[src/rtl/reg_file_psr_if.sv]
// reg_file_psr_if: bus bundle between the datapath and the register file / PSR.
//   master : decoder/ALU side, drives write, read-address, scoreboard and flag inputs
//   slave  : reg_file_psr, returns read data, busy status and current flags
// Signals:
//   regWrite/wrAddr/wrData        register write port
//   sourceAddr/destAddr           read port addresses
//   readData1/readData2           read port data (combinational, write-bypassed)
//   busySet/busyAddr              mark a register as having a pending producer
//   srcBusy/dstBusy               pending-producer status of the read addresses
//   flagWrite/flagMask/flags      masked PSR update
//   readFlags                     current PSR contents
interface reg_file_psr_if #(
  parameter int unsigned WIDTH  = 16,
  parameter int unsigned ADDR_W = 4,
  parameter int unsigned FLAG_W = 5
);
  logic              regWrite;
  logic [ADDR_W-1:0] wrAddr;
  logic [WIDTH-1:0]  wrData;
  logic [ADDR_W-1:0] sourceAddr;
  logic [ADDR_W-1:0] destAddr;
  logic [WIDTH-1:0]  readData1;
  logic [WIDTH-1:0]  readData2;
  logic              busySet;
  logic [ADDR_W-1:0] busyAddr;
  logic              srcBusy;
  logic              dstBusy;
  logic              flagWrite;
  logic [FLAG_W-1:0] flagMask;
  logic [FLAG_W-1:0] flags;
  logic [FLAG_W-1:0] readFlags;

  modport master (
    output regWrite, wrAddr, wrData, sourceAddr, destAddr,
    output busySet, busyAddr, flagWrite, flagMask, flags,
    input  readData1, readData2, srcBusy, dstBusy, readFlags
  );

  modport slave (
    input  regWrite, wrAddr, wrData, sourceAddr, destAddr,
    input  busySet, busyAddr, flagWrite, flagMask, flags,
    output readData1, readData2, srcBusy, dstBusy, readFlags
  );
endinterface

[src/rtl/reg_file_psr.sv]
// reg_file_psr: 2**ADDR_W x WIDTH register file (1 write, 2 combinational read
// ports with same-cycle write bypass), per-register busy scoreboard for
// multi-cycle producers, and a FLAG_W-bit processor status register with
// per-bit masked update.
// Ports:
//   clk    rising-edge clock
//   reset  synchronous active-high reset; clears registers, busy bits and PSR
//   bus    reg_file_psr_if.slave (see interface file for signal list)
// Optional feature macro: ZERO_REG_EN -- register 0 reads as zero, ignores
// writes and can never be marked busy.
module reg_file_psr #(
  parameter int unsigned WIDTH  = 16,
  parameter int unsigned ADDR_W = 4,
  parameter int unsigned FLAG_W = 5
) (
  input  logic          clk,
  input  logic          reset,
  reg_file_psr_if.slave bus
);

  localparam int unsigned DEPTH = 2 ** ADDR_W;

`ifdef ZERO_REG_EN
  localparam bit ZERO_REG = 1'b1;
`else
  localparam bit ZERO_REG = 1'b0;
`endif

  logic [WIDTH-1:0]  regs_q [DEPTH];
  logic [WIDTH-1:0]  regs_d [DEPTH];
  logic [DEPTH-1:0]  busy_q, busy_d;
  logic [FLAG_W-1:0] flags_q, flags_d;

  logic wr_en_c, busy_set_c;
  logic src_hit_c, dst_hit_c;
  logic src_zero_c, dst_zero_c;

  // Qualify write/busy-set against the hardwired zero register.
  always_comb begin
    wr_en_c    = bus.regWrite & ~(ZERO_REG & (bus.wrAddr == '0));
    busy_set_c = bus.busySet  & ~(ZERO_REG & (bus.busyAddr == '0));
    src_hit_c  = bus.regWrite & (bus.wrAddr == bus.sourceAddr);
    dst_hit_c  = bus.regWrite & (bus.wrAddr == bus.destAddr);
    src_zero_c = ZERO_REG & (bus.sourceAddr == '0);
    dst_zero_c = ZERO_REG & (bus.destAddr == '0);
  end

  // Next state: write, scoreboard (set applied after clear so set wins), PSR merge.
  always_comb begin
    regs_d  = regs_q;
    busy_d  = busy_q;
    flags_d = flags_q;
    if (wr_en_c) begin
      regs_d[bus.wrAddr] = bus.wrData;
    end
    if (bus.regWrite) begin
      busy_d[bus.wrAddr] = 1'b0;
    end
    if (busy_set_c) begin
      busy_d[bus.busyAddr] = 1'b1;
    end
    if (bus.flagWrite) begin
      flags_d = (flags_q & ~bus.flagMask) | (bus.flags & bus.flagMask);
    end
  end

  always_ff @(posedge clk) begin
    if (reset) begin
      regs_q  <= '{default: '0};
      busy_q  <= '0;
      flags_q <= '0;
    end else begin
      regs_q  <= regs_d;
      busy_q  <= busy_d;
      flags_q <= flags_d;
    end
  end

  // Combinational read ports; the zero register masks even the bypass path.
  always_comb begin
    bus.readData1 = '0;
    bus.readData2 = '0;
    if (!src_zero_c) begin
      bus.readData1 = src_hit_c ? bus.wrData : regs_q[bus.sourceAddr];
    end
    if (!dst_zero_c) begin
      bus.readData2 = dst_hit_c ? bus.wrData : regs_q[bus.destAddr];
    end
  end

  // A completing write releases its reader in the same cycle as the bypass.
  always_comb begin
    bus.srcBusy   = busy_q[bus.sourceAddr] & ~src_hit_c;
    bus.dstBusy   = busy_q[bus.destAddr]   & ~dst_hit_c;
    bus.readFlags = flags_q;
  end

endmodule

[src/flat_wrapper.sv]
// flat-port wrapper written by rule: the top's interface ports become plain ports
module reg_file_psr_flat 
#(
  parameter int unsigned WIDTH  = 16,
  parameter int unsigned ADDR_W = 4,
  parameter int unsigned FLAG_W = 5
)
  (clk, reset, bus_regWrite, bus_wrAddr, bus_wrData, bus_sourceAddr, bus_destAddr, bus_busySet, bus_busyAddr, bus_flagWrite, bus_flagMask, bus_flags, bus_readData1, bus_readData2, bus_srcBusy, bus_dstBusy, bus_readFlags);
  reg_file_psr_if #(.WIDTH(WIDTH), .ADDR_W(ADDR_W), .FLAG_W(FLAG_W)) bus_i ();
  input  logic clk;
  input  logic reset;
  input wire logic [$bits(bus_i.regWrite)-1:0] bus_regWrite;
  input wire logic [$bits(bus_i.wrAddr)-1:0] bus_wrAddr;
  input wire logic [$bits(bus_i.wrData)-1:0] bus_wrData;
  input wire logic [$bits(bus_i.sourceAddr)-1:0] bus_sourceAddr;
  input wire logic [$bits(bus_i.destAddr)-1:0] bus_destAddr;
  input wire logic [$bits(bus_i.busySet)-1:0] bus_busySet;
  input wire logic [$bits(bus_i.busyAddr)-1:0] bus_busyAddr;
  input wire logic [$bits(bus_i.flagWrite)-1:0] bus_flagWrite;
  input wire logic [$bits(bus_i.flagMask)-1:0] bus_flagMask;
  input wire logic [$bits(bus_i.flags)-1:0] bus_flags;
  output wire logic [$bits(bus_i.readData1)-1:0] bus_readData1;
  output wire logic [$bits(bus_i.readData2)-1:0] bus_readData2;
  output wire logic [$bits(bus_i.srcBusy)-1:0] bus_srcBusy;
  output wire logic [$bits(bus_i.dstBusy)-1:0] bus_dstBusy;
  output wire logic [$bits(bus_i.readFlags)-1:0] bus_readFlags;
  assign bus_i.regWrite = bus_regWrite;
  assign bus_i.wrAddr = bus_wrAddr;
  assign bus_i.wrData = bus_wrData;
  assign bus_i.sourceAddr = bus_sourceAddr;
  assign bus_i.destAddr = bus_destAddr;
  assign bus_i.busySet = bus_busySet;
  assign bus_i.busyAddr = bus_busyAddr;
  assign bus_i.flagWrite = bus_flagWrite;
  assign bus_i.flagMask = bus_flagMask;
  assign bus_i.flags = bus_flags;
  assign bus_readData1 = bus_i.readData1;
  assign bus_readData2 = bus_i.readData2;
  assign bus_srcBusy = bus_i.srcBusy;
  assign bus_dstBusy = bus_i.dstBusy;
  assign bus_readFlags = bus_i.readFlags;
  reg_file_psr #(.WIDTH(WIDTH), .ADDR_W(ADDR_W), .FLAG_W(FLAG_W)) u_core (.clk(clk), .reset(reset), .bus(bus_i));
endmodule
[config.mk]
export PLATFORM = sky130hd
export DESIGN_NAME = reg_file_psr_flat
export DESIGN_NICKNAME = d
export VERILOG_FILES = /design/src/rtl/reg_file_psr_if.sv /design/src/rtl/reg_file_psr.sv /design/src/flat_wrapper.sv
export SDC_FILE = /design/constraint.sdc
export NUM_CORES = 1
export LEC_CHECK = 0
export ABC_AREA = 0
export BUFFER_PORTS_ARGS = -buffer_cell sky130_fd_sc_hd__buf_2
export CELL_PAD_IN_SITES_DETAIL_PLACEMENT = 0
export CELL_PAD_IN_SITES_GLOBAL_PLACEMENT = 1
export CORE_UTILIZATION = 43
export CTS_CLUSTER_SIZE = 20
export DETAILED_ROUTE_END_ITERATION = 8
export PLACE_DENSITY = 0.85
export SLEW_MARGIN = 25
export SYNTH_ARGS = -nofsm -noshare
export SYNTH_HDL_FRONTEND = slang
export SYNTH_SLANG_ARGS = --single-unit
export TNS_END_PERCENT = 30
[constraint.sdc]
create_clock -name clk -period 1.6 [get_ports clk]
set_input_delay 0.16 -clock clk [delete_from_list [all_inputs] [get_ports clk]]
set_output_delay 0.16 -clock clk [all_outputs]
set_load 0.01 [all_outputs]
[After elaboration in Yosys (flattened, before gate mapping)]
Cells that the tools add are included.
W data, S select, Z words.
Word-level totals
  register bits: 277
  bits in latches: 0
  bits in writable memories: 0
  memory bits (read-only): 0
  input port bits: 47
  output and inout port bits: 39
  word-level logic and storage cells: 70
  memories: 0
Cells by class
  add/subtract/negate cells: 0
  multipliers: 0
  divide/modulo/power cells: 0
  magnitude comparators: 10
  equality and inequality tests: 2
  shift-type cells: 0
  muxes and demuxes: 21
  bitwise logic cells: 16
  reductions and logical operators: 3
Operators by type and width (count)
  $bwmux W256: 1
  $mux W16: 9
  $bmux W16 S4: 2
  $demux W16 S4: 1
  $lt A4 B5 Y1 const B: 4
  $and A16 B16 Y16: 1
  $not A16 Y16: 1
  $or A16 B16 Y16: 1
  $ge A5 B5 Y1 const B: 3
  $not A4 Y5: 3
  $and A5 B5 Y5: 2
  $bmux W1 S4: 2
  $demux W1 S4: 2
  $eq A4 B4 Y1: 2
  $ge A4 B1 Y1 const B: 2
  $lt A5 B1 Y1 const B: 1
  $not A5 Y5: 1
  $or A5 B5 Y5: 1
  $and A1 B1 Y1: 4
  $mux W1: 4
  $logic_and A1 B1 Y1: 3
  $not A1 Y1: 2

[Depth between registers and ports, before layout]
Gate-level depths: netlist of run 1.
  word-level depth: 9
  gate-level depth with buffers: 7
  gate-level depth less buffers: 4

[Worst setup path after synthesis of run 1]
Ideal clock, no wire load.
  path kind: input -> output
  from: input port bus_sourceAddr[3]
  to: output port bus_readData1[8]
  arrival: 1.616 ns
  data required time: 1.440 ns
  path slack: -0.176 ns
  cell stages on the path: 7
  buffers on the path: 3
  cell sequence: clkbuf_1 > buf_2 > buf_2 > mux4_2 > mux2i_1 > mux2i_1 > mux2_1
Between the ends
  cells in the longest elaborated chain, start to end: 5
  elaborated cells on any way between the ends: 7
  those cells by class: eq/ne: 1; mux: 4; bitwise: 2
Ends and longest elaborated chain
  from (decl): line flat_wrapper.sv:15  | input wire logic [$bits(bus_i.sourceAddr)-1:0] bus_sourceAddr;
  $not A4 Y5 (not written as such): line reg_file_psr.sv:84  | bus.readData1 = src_hit_c ? bus.wrData : regs_q[bus.sourceAddr];
  $bmux W16 S4: line reg_file_psr.sv:84
  $mux W16 (not written as such) (2 in a row): line reg_file_psr.sv:84
  $mux W16 *: line reg_file_psr.sv:84
  to (decl): line flat_wrapper.sv:22  | output wire logic [$bits(bus_i.readData1)-1:0] bus_readData1;
Mark *: on every way between the ends. The rest lies on a longest branch, timed or not. The select of a mux whose other input is x is not followed.

[Worst setup path in the final report of run 1]
  from: register u_core.regs_q[13] (netlist name)
  to: output port bus_readData2[13]
Between the ends
  cells in the longest elaborated chain, start to end: 4
Ends and longest elaborated chain
  from (decl): line reg_file_psr.sv:29  | logic [WIDTH-1:0] regs_q [DEPTH];
  from (signal assigned): line reg_file_psr.sv:73  | regs_q <= regs_d;
  $bmux W16 S4: line reg_file_psr.sv:87  | bus.readData2 = dst_hit_c ? bus.wrData : regs_q[bus.destAddr];
  $mux W16 (not written as such) (2 in a row): line reg_file_psr.sv:87
  $mux W16: line reg_file_psr.sv:87
  to (decl): line flat_wrapper.sv:23  | output wire logic [$bits(bus_i.readData2)-1:0] bus_readData2;
Every way passes these cells. The select of a mux whose other input is x is not followed.

==> impl_metrics.json, run 1 <==
{
  "run_status": "complete, but fails checks",
  "violations": "negative setup slack",
  "placeableCoreArea_um2": 33530,
  "pin_count": 86,
  "slew_viol_final": 0,
  "worstSetupPathType": "flop to output pin",
  "clock_tree_from_tritoncts": "done",
  "final_critical_path_setup_slack_ps": -747.5,
  "drt_wl_total_um": 47470,
  "cts-buffers-inserted": 29,
  "final.setup_skew_ps": 0,
  "design_power_total_w": 0.01578,
  "cts.sinks": 277,
  "h-tree-depth": 1,
  "rows": 67,
  "chipHeight_um": 186.5,
  "ys_types": 33,
  "unrepaired_setup_endpoints_after_global_routing": "true",
  "fin_cells": 2166,
  "post-dp-hpwl_um": 31010,
  "clock_tree.buffer_depth": 3,
  "edff_count_synth": 0,
  "post-synth-top-area-fraction_pct": 37.87,
  "netlist_instances": 1589,
  "grt_resource_usage_total_pct": 27.28,
  "power.leakage_nw": 6.394,
  "die_outline_area_um2": 34800,
  "critical_path.startpoint_type": "flop",
  "die_width_um": 186.5,
  "ys_async_sr_fraction_pct": 0,
  "post_route_cells_drive_above_1_share_pct": 30.03,
  "fin_setup_tns_ps": -22900,
  "number_of_antenna_violations_at_the_first_check_in_global_routing": 0,
  "clkSlewWorstSetupHoldPaths_ps": 60,
  "worst_endpoint_required_time_ps": 1440,
  "grt_pass1_vias": 12946,
  "kind_of_end_point_of_the_critical_path": "output pin",
  "nets": 1744,
  "timing.fmax_mhz": 426.0,
  "yosysSeqAreaShare_pct": 37.87,
  "syn2layout_area_growth_pct": 24.38,
  "drt_iter0_drc": 1197,
  "clk_lat_worst_skew_ps": 560,
  "period_needed_ps": 2347,
  "synth.ff_latch_count": 277,
  "ir_drop_v": 0.0009484,
  "drc": 0,
  "finalSetupViolations": 34,
  "gpl.final_weighted_congestion": 0.8586,
  "gr-total-overflow": 0,
  "buffer_ports.inserted": 85,
  "max-cap-violations": 0,
  "timing.hold.worst.class": "input pin to flop",
  "final_report_hold_violation_count": 0,
  "drt_pre_antenna_iters": 5,
  "grt_start_max_net_pins": 60,
  "synthesized_cell_area_um2": 14640,
  "worst_path_max_fanout": 3,
  "postSynthNetCount": 1636,
  "vias_per_cell": 5.916,
  "worst_case_hold_slack_ps": 23.29,
  "cts.root.buffer_cell": "clkbuf_16",
  "diodes": 0,
  "worst-slew-pin-transition_ps": 444.2,
  "ant_nets": 0,
  "avgSynthCellArea_um2": 9.215,
  "vias": 12813,
  "dominantRegCellSynth": "dfxtp_1",
  "wl_per_cell_um": 21.92,
  "finalCritPeriodShare_pct": 146.7,
  "synth_area_leader_cell": "dfxtp_1",
  "dp_cells": 2087,
  "synth_area_leaders": "dfxtp_1, mux4_2, nand2_1, a21oi_1, mux2i_1",
  "warning_count_from_the_yosys_run": 0,
  "grt_first_pass_wirelength_um": 74260,
  "slew_headroom_pct": 70.39,
  "final_core_utilization_pct": 54.31,
  "worst-endpoint-arrival_ps": 2190,
  "initial_core_util_pct": 43.67,
  "power_density_nw_per_um2": 866.7
}
## layout make-up
cell class | instances | area (µm²)
Clock buffer | 43 | 838.3
Clock inverter | 9 | 126.4
Fill cell | 2935 | 15320
Multi-Input combinational cell | 1158 | 8696
Sequential cell | 277 | 5614
Tap cell | 448 | 560.5
Timing Repair Buffer | 231 | 2377
## cell usage after synthesis (3+ instances only)
library cell / number
mux4_2: 136
nand3_1: 10
mux2i_1: 98
a32oi_1: 4
clkbuf_1: 100
mux2_2: 25
buf_1: 7
xor2_1: 6
mux2_4: 6
dfxtp_1: 277
buf_6: 4
nor2_2: 3
nor3_2: 3
a211oi_1: 4
and3b_1: 3
nor2b_1: 6
nand2_1: 538
nor2_1: 28
a21oi_1: 261
a22oi_1: 12
buf_2: 36
buf_12: 4
## report_power, final
group | switching (W) | total (W) | internal (W)
clock network | 0.00285 | 0.00694 | 0.00408
registers | 0.0000724 | 0.00707 | 0.00700
logic | 0.000996 | 0.00178 | 0.000784
total | 0.00392 | 0.0158 | 0.0119
## state kept, by name (all words and copies together) (netlist names), named ones only
| register | count |
|---|---|
| u_core.regs_q | 256 |
| u_core.busy_q | 16 |
## layout by cell type, fill, tap and decap left out, types with 2 or more instances in the layout
cell | netlist | layout
xor2_2 | 0 | 4
clkbuf_16 | 0 | 29
clkbuf_1 | 100 | 8
nand2b_1 | 2 | 2
nor4_4 | 2 | 2
nor2_2 | 3 | 3
and3_1 | 2 | 2
a32oi_1 | 4 | 4
a22oi_1 | 12 | 12
xnor2_1 | 2 | 2
nor2b_1 | 6 | 6
nand3_1 | 10 | 10
mux2i_4 | 0 | 12
and3b_1 | 3 | 3
dlygate4sd3_1 | 0 | 22
nand2_1 | 538 | 538
nor3_2 | 3 | 3
clkbuf_8 | 0 | 7
buf_4 | 2 | 76
mux4_2 | 136 | 136
a21oi_1 | 261 | 259
bufinv_16 | 0 | 3
buf_12 | 4 | 47
mux2i_1 | 98 | 69
mux2i_2 | 0 | 17
nor2_1 | 28 | 28
dlymetal6s4s_1 | 0 | 5
a21oi_2 | 0 | 2
mux2_2 | 25 | 7
nor3b_1 | 2 | 2
dfxtp_2 | 0 | 55
mux2_4 | 6 | 25
a211oi_1 | 4 | 3
clkinv_2 | 0 | 4
xor2_1 | 6 | 2
nand3b_1 | 2 | 2
buf_2 | 36 | 53
dfxtp_1 | 277 | 222
buf_6 | 4 | 27
## worst paths after layout
kind	start	to	slack, ps	depth (start not counted)
hold / removal	bus_wrData[10]	u_core.regs_q[42]	20	3
hold reg to reg	u_core.regs_q[11]	u_core.regs_q[11]	460	2
setup reg to reg	u_core.busy_q[3]	u_core.busy_q[3]	410	3
setup / recovery	u_core.regs_q[13]	bus_readData2[13]	-750	6
## cells by family after synthesis
family	count (synthesis)	share of synthesized area, %
DFF	277	37.87
AOI/OAI and AO/OA	281	9.980
and+or+nand+nor	603	16.46
muxes	266	30.23
buffers and inverters	154	4.982
xor gates and xnor gates	8	0.4785
## what timing repair did
| item | CTS | global route |
|---|---|---|
| setup buffers | 0 | 0 |
| endpoints found under the hold margin | 65 | 0 |
| setup endpoints to repair | 34 | 39 |
| gates resized for setup | 94 | 45 |
| pin swaps | 4 | 0 |
| hold buffers | 27 | 0 |
## worst max-delay path: stages, from the launching register on
cell and delay [ps]:
dfxtp_2 320, mux4_2 470, mux2i_1 180, buf_4 150, mux2i_1 60, mux2_4 310, buf_6 130
## metrics by stage
| step | instance area [µm²] | worst slack [ps] |
|---|---|---|
| after global placement | 16470 | -524.7 |
| final | 18210 | -747.5 |
| after detailed placement | 16470 | -532.5 |
| after floorplan | 14830 | -44.21 |
| after global routing | 18210 | -798.3 |
| after CTS | 18060 | -737.0 |
## layer usage
metal  GRT usage, %  share of wire, %
met1          35.14                39
met2          45.35                48
met3          3.968               8.6
met4          12.55               3.9
met5              0                 0
(Power assumes the default switching activity.)
==> run 2, diff against run 1 <==
Settings changed: ABC_AREA 0 to 1, CORE_UTILIZATION 43 to 40, PLACE_DENSITY 0.85 to 0.87, REMOVE_ABC_BUFFERS from default to 1.
==> run 2 against run 1 <==
Effect of this change: the run still ends with negative setup slack left; routed wire length grew 31%; flip-flop and latch count unchanged; setup slack better by 560 ps; largest power group is now the clock network; synthesized cell count is 62% higher; critical path type unchanged; clock-buffer cell count increased by 4.
==> impl_metrics.json, run 2 <==
{
  "edff_count_synth": 0,
  "worst-slew-pin-transition_ps": 454.4,
  "vias": 18021,
  "unrepaired_setup_endpoints_after_global_routing": "true",
  "worst_endpoint_required_time_ps": 1440,
  "clock_tree_from_tritoncts": "done",
  "timing.fmax_mhz": 559.9,
  "cts.sinks": 277,
  "synth_most_common_cell": "nand2_1",
  "drt_iter0_drc": 2035,
  "violations": "negative setup slack",
  "final_core_utilization_pct": 50.88,
  "grt_resource_usage_total_pct": 29.72,
  "ant_nets": 0,
  "final_cell_area_um2": 20170,
  "post_route_cells_drive_above_1_share_pct": 26.40,
  "slew_viol_final": 0,
  "ys_types": 26,
  "dominantRegCellSynth": "dfxtp_1",
  "clock_tree.buffer_depth": 3,
  "placeableCoreArea_um2": 39640,
  "diodes": 0,
  "timing.hold.worst.class": "input pin to flop",
  "die_width_um": 202.3,
  "vias_per_cell": 5.653,
  "critical_path.startpoint_type": "flop",
  "layout.cells.most_common": "nand2_1",
  "nets": 2687,
  "fin_cells": 3188,
  "wl_per_cell_um": 19.53,
  "cts-buffers-inserted": 34,
  "largest_register_ff_count": 256,
  "synth_area_leader_cell": "dfxtp_1",
  "initial_core_util_pct": 40.50,
  "rows": 73,
  "final_report_hold_violation_count": 0,
  "ys_async_sr_fraction_pct": 0,
  "dp_cells": 3087,
  "gpl.final_weighted_congestion": 0.8906,
  "power_density_nw_per_um2": 913.8,
  "worst-r2r-setup-slack_ps": 480,
  "period_needed_ps": 1786,
  "post-dp-hpwl_um": 38150,
  "kind_of_end_point_of_the_critical_path": "output pin",
  "die_outline_area_um2": 40940,
  "final_critical_path_setup_slack_ps": -186.1,
  "chipHeight_um": 202.3,
  "final.setup_skew_ps": 0,
  "cts.root.buffer_cell": "clkbuf_16",
  "max-cap-violations": 0,
  "synth.ff_latch_count": 277,
  "drc": 0,
  "grt_first_pass_wirelength_um": 95020,
  "synth_area_leaders": "dfxtp_1, nand2_1, nand3_1, a211oi_1, inv_1",
  "layout_common_cells": "nand2_1, nand3_1, nor2_1",
  "buffer_ports.inserted": 85,
  "pin_count": 86,
  "power.leakage_nw": 9.156,
  "slew_headroom_pct": 69.47,
  "regMostFlops": "u_core.regs_q",
  "placed_cell_area_um2": 17900,
  "worst_path_max_fanout": 2,
  "avgSynthCellArea_um2": 6.234,
  "fillerInstances": 3890,
  "synth.top_cells.by_count": "nand2_1, nand3_1, inv_1, dfxtp_1, nor2_1",
  "worst-endpoint-arrival_ps": 1630,
  "finalCritPeriodShare_pct": 111.6,
  "yosysSeqAreaShare_pct": 34.54,
  "syn2layout_area_growth_pct": 25.64,
  "netlist_instances": 2575,
  "gr-total-overflow": 0,
  "clk_lat_worst_skew_ps": 540,
  "run_status": "complete, but fails checks",
  "post-synth-top-area-fraction_pct": 34.54,
  "warning_count_from_the_yosys_run": 0,
  "biggestRegsByFlops": "u_core.regs_q x256, u_core.busy_q x16",
  "synthesized_cell_area_um2": 16050,
  "ir_drop_v": 0.0006097,
  "grt_pass1_vias": 16683,
  "worst_case_hold_slack_ps": 74.94,
  "finalSetupViolations": 34,
  "grt_start_max_net_pins": 69,
  "drt_wl_total_um": 62270,
  "number_of_antenna_violations_at_the_first_check_in_global_routing": 0,
  "clkSlewWorstSetupHoldPaths_ps": 60,
  "h-tree-depth": 2,
  "design_power_total_w": 0.01843,
  "drt_pre_antenna_iters": 5,
  "worstSetupPathType": "flop to output pin"
}
-- run 2: changes by cell type after synthesis, moves of 12 or more --
cell / delta
mux2_2: -25
nand3_1: +469
mux4_2: -136
a22oi_1: -12
buf_2: +65
nor2_1: +249
a211oi_1: +252
inv_1: +285
buf_1: +28
a21oi_1: -236
nand4_1: +17
mux2i_1: -98
nand2_1: +153
-- run 2: per-stage QoR --
stage | setup TNS, ps | worst slack, ps
3_3_place_gp | -738.1 | -111.9
2_1_floorplan | -24170 | -832.3
4_1_cts | -4155 | -161.3
6_report | -3938 | -186.1
5_1_grt | -7135 | -291.0
3_5_place_dp | -859.9 | -130.8
-- run 2: cell families (layout without fill, tap and decap cells) --
kind of cell / count (synthesis) / after routing / synth area share (%)
xor+xnor: 1 / 1 / 0.1014
compound gates: 299 / 299 / 13.53
buf+inv: 527 / 615 / 13.19
simple gates: 1471 / 1471 / 38.64
flops: 277 / 277 / 34.54
-- run 2: layout make-up --
class,instances,area [µm²],area share [%]
Sequential cell,277,5658,28.05
Inverter,296,1117,5.540
Clock inverter,12,121.4,0.6017
Timing Repair Buffer,260,2665,13.21
Clock buffer,47,1023,5.074
Multi-Input combinational cell,1771,8927,44.26
Tap cell,525,656.9,3.257
-- run 2: final timing paths --
| kind | startpoint | endpoint | depth (start not counted) |
|---|---|---|---|
| min | bus_wrData[12] | u_core.regs_q[60] | 3 |
| max | u_core.busy_q[1] | bus_srcBusy | 9 |
| max reg2reg | flop | flop | 3 |
| min reg2reg | u_core.busy_q[1] | u_core.busy_q[1] | 2 |
-- run 2: worst max-delay path, cell delays in order, from the launching register on --
cell and delay [ps]:
dfxtp_2 330, inv_1 50, nand2_1 50, nand3_1 80, nand3_1 90, nand2_1 60
nand2_1 60, nand2_1 60, nor2_2 150, buf_2 150
-- run 2: report_power, final --
group	switching, W	internal [W]
sequential	0.0000614	0.00706
combinational	0.00208	0.00120
clock	0.00322	0.00480
-- run 2: routing by layer --
layer / track usage (%) / wire length [µm] / part of all wire [%]
met1: 40.67 / 26380 / 42
met2: 46.36 / 27720 / 45
met3: 5.144 / 5879 / 9.4
met4: 11.47 / 2300 / 3.7
met5: 0 / 0 / 0
-- run 2: timing repair --
item,CTS,global route
cloned,0,0
pin swaps,58,69
resized for setup,208,216
endpoints found under the setup margin,34,39
setup buffers,1,9
hold endpoints to repair,54,0
hold buffers,32,0
==> run 3, diff against run 2 <==
Settings changed: CAP_MARGIN from default to 20, PLACE_DENSITY 0.87 to 0.79.
==> run 3 against run 2 <==
Effect of this change: the flow still finishes with violations (negative setup slack); critical path depth decreased by 2; critical endpoint is now bus_dstBusy; critical path type unchanged; maximum frequency increased by 2.0%; routed wire length decreased by 0.83%; largest power group unchanged.
==> impl_metrics.json, run 3 (synthesis gave the netlist of run 2 again) <==
{
  "biggestRegsByFlops": "u_core.regs_q x256, u_core.busy_q x16",
  "holdPathStages": 3,
  "finalCritPeriodShare_pct": 109.4,
  "syn2layout_area_growth_pct": 23.98,
  "initial_core_util_pct": 40.50,
  "grt_start_max_net_pins": 58,
  "layout_common_cells": "nand2_1, nand3_1, nor2_1",
  "worst_path_max_fanout": 3,
  "wl_per_cell_um": 19.40,
  "clock_tree.buffer_depth": 3,
  "slew_viol_final": 0,
  "placeableCoreArea_um2": 39640,
  "slew_headroom_pct": 64.03,
  "min_from": "bus_wrData[3]",
  "final.setup_skew_ps": 0,
  "worst_endpoint_required_time_ps": 1440,
  "worst-slew-pin-transition_ps": 536.9,
  "die_outline_area_um2": 40940,
  "timing.hold.worst.class": "input pin to flop",
  "gpl.final_weighted_congestion": 0.8979,
  "rows": 73,
  "cts-buffers-inserted": 36,
  "fin_setup_tns_ps": -3349,
  "die_width_um": 202.3,
  "crit_slowest_cell": "dfxtp_1",
  "ir_drop_v": 0.0007371,
  "drt_wl_total_um": 61750,
  "unrepaired_setup_endpoints_after_global_routing": "true",
  "reg2reg_depth": 3,
  "nets": 2679,
  "cp_num_buf_inv": 1,
  "cts.sinks": 277,
  "run_status": "complete, but fails checks",
  "fillerInstances": 3980,
  "grt_resource_usage_total_pct": 29.92,
  "finalSetupViolations": 34,
  "dp_cells": 3087,
  "grt_first_pass_wirelength_um": 95670,
  "register_area_um2": 5662,
  "clkSlewWorstSetupHoldPaths_ps": 60,
  "power.leakage_nw": 9.076,
  "share_of_power_burned_in_the_clock_network_pct": 44.1,
  "gr-total-overflow": 0,
  "fin_cells": 3183,
  "vias": 17676,
  "worst-r2r-setup-slack_ps": 490,
  "pin_count": 86,
  "p_int_w": 0.01309,
  "clock_tree_from_tritoncts": "done",
  "grt_pass1_vias": 16465,
  "post-dp-hpwl_um": 38850,
  "drt_pre_antenna_iters": 6,
  "regMostFlops": "u_core.regs_q",
  "layout.cells.most_common": "nand2_1",
  "post_route_cells_drive_above_1_share_pct": 26.53,
  "pwr-share-seq_pct": 38.8,
  "combPwrFrac_pct": 17.2,
  "worstSetupPathType": "flop to output pin",
  "path_common_cell": "nand2_1",
  "chipHeight_um": 202.3,
  "worst-endpoint-arrival_ps": 1590,
  "area_of_the_multi_input_gates_um2": 8929,
  "buffer_ports.inserted": 85,
  "largest_register_ff_count": 256,
  "clk_lat_worst_skew_ps": 540,
  "ant_nets": 0,
  "timing.fmax_mhz": 571.2,
  "drc": 0,
  "net-switching-power_w": 0.005290,
  "period_needed_ps": 1751,
  "min_to": "u_core.regs_q[19]",
  "max-cap-violations": 0,
  "number_of_antenna_violations_at_the_first_check_in_global_routing": 0,
  "drt_iter0_drc": 1654,
  "violations": "negative setup slack",
  "final_critical_path_setup_slack_ps": -150.6,
  "vias_per_cell": 5.553,
  "final_report_hold_violation_count": 0,
  "cell_breakdown_of_the_critical_path": "o211ai_1 -> nand3_2 -> nand2_1 -> nand2_1 -> nand2_1 -> nor2_1 -> buf_2",
  "power_density_nw_per_um2": 923.5,
  "critPathMaxStageDelay_ps": 320,
  "power.share.switching_pct": 28.78,
  "critical_path.startpoint_type": "flop",
  "kind_of_end_point_of_the_critical_path": "output pin",
  "h-tree-depth": 2,
  "path_delay_family": "simple AND/OR/NAND/NOR gates",
  "cts.root.buffer_cell": "clkbuf_16"
}
==> run 3: cell count changes in the layout (fill, tap and decap cells not counted), moves of 3 or more <==
| cell | delta |
|---|---|
| buf_12 | -13 |
| buf_2 | +9 |
| buf_4 | +11 |
| buf_6 | -9 |
| clkbuf_8 | +9 |
| clkinvlp_4 | -3 |
| dfxtp_1 | -3 |
| dfxtp_2 | +3 |
| dlygate4sd3_1 | -8 |
==> run 3: layout make-up <==
type                            instances  share of cell area, %
Antenna cell                            1                0.01257
Tap cell                              525                  3.300
Clock buffer                           57                  5.784
Multi-Input combinational cell       1771                  44.86
Timing Repair Buffer                  250                  11.81
Inverter                              296                  5.614
Sequential cell                       277                  28.45
Clock inverter                          6                 0.1697
==> run 3: worst max-delay path by stage <==
stage | startpoint | slack, ps | endpoint | cells after the start
finish | u_core.busy_q[2] | -150 | bus_dstBusy | 7
global placement | bus_wrAddr[2] | -130 | bus_readData2[7] | 7
CTS | u_core.regs_q[247] | -160 | bus_readData2[7] | 9
floorplan | bus_destAddr[0] | -830 | bus_readData2[0] | 6
global route | u_core.busy_q[3] | -230 | bus_dstBusy | 9
detailed placement | bus_wrAddr[1] | -110 | bus_readData2[9] | 9
==> run 3: repair_timing <==
action,in CTS,in global routing
hold endpoints to repair,36,0
hold buffers,24,0
buffers inserted,4,4
cloned,0,0
pin swaps,48,85
setup endpoints to repair,34,39
gates resized for setup,158,257
==> run 3: metal layers <==
metal / global-route usage, % / share of wire, % / vias up
li1: - / - / 8546
met1: 39.85 / 43 / 8235
met2: 47.87 / 45 / 749
met3: 3.821 / 7.3 / 146
met4: 14.04 / 4.4 / 0
met5: 0 / 0 / -
==> run 3: worst register-to-register path, stage by stage, from the launching register on <==
cell and delay, ps:
dfxtp_1 320, nand2_1 70, a21oi_2 110, dlygate4sd3_1 550
==> run 3: through the flow <==
step	worst slack, ps	utilization, %	instance area (µm²)	total power (W)	hold slack [ps]
5_1_grt	-225.1	50.20	19900	0.01905	31.35
2_1_floorplan	-832.3	-	15050	0.008606	229.1
3_5_place_dp	-110.1	44.75	17740	0.01015	423.9
4_1_cts	-161.3	48.84	19360	0.01835	6.767
3_3_place_gp	-133.7	44.75	17740	0.01012	418.1
6_report	-150.6	50.21	19900	0.01838	26.25
==> run 3: power groups by stage <==
stage / clock [W] / combinational (W) / sequential [W]
floorplan: 0 / 0.00137 / 0.00724
global placement: 0 / 0.00288 / 0.00724
detailed placement: 0 / 0.00290 / 0.00725
CTS: 0.00823 / 0.00301 / 0.00711
global route: 0.00849 / 0.00342 / 0.00714
finish: 0.00810 / 0.00315 / 0.00713
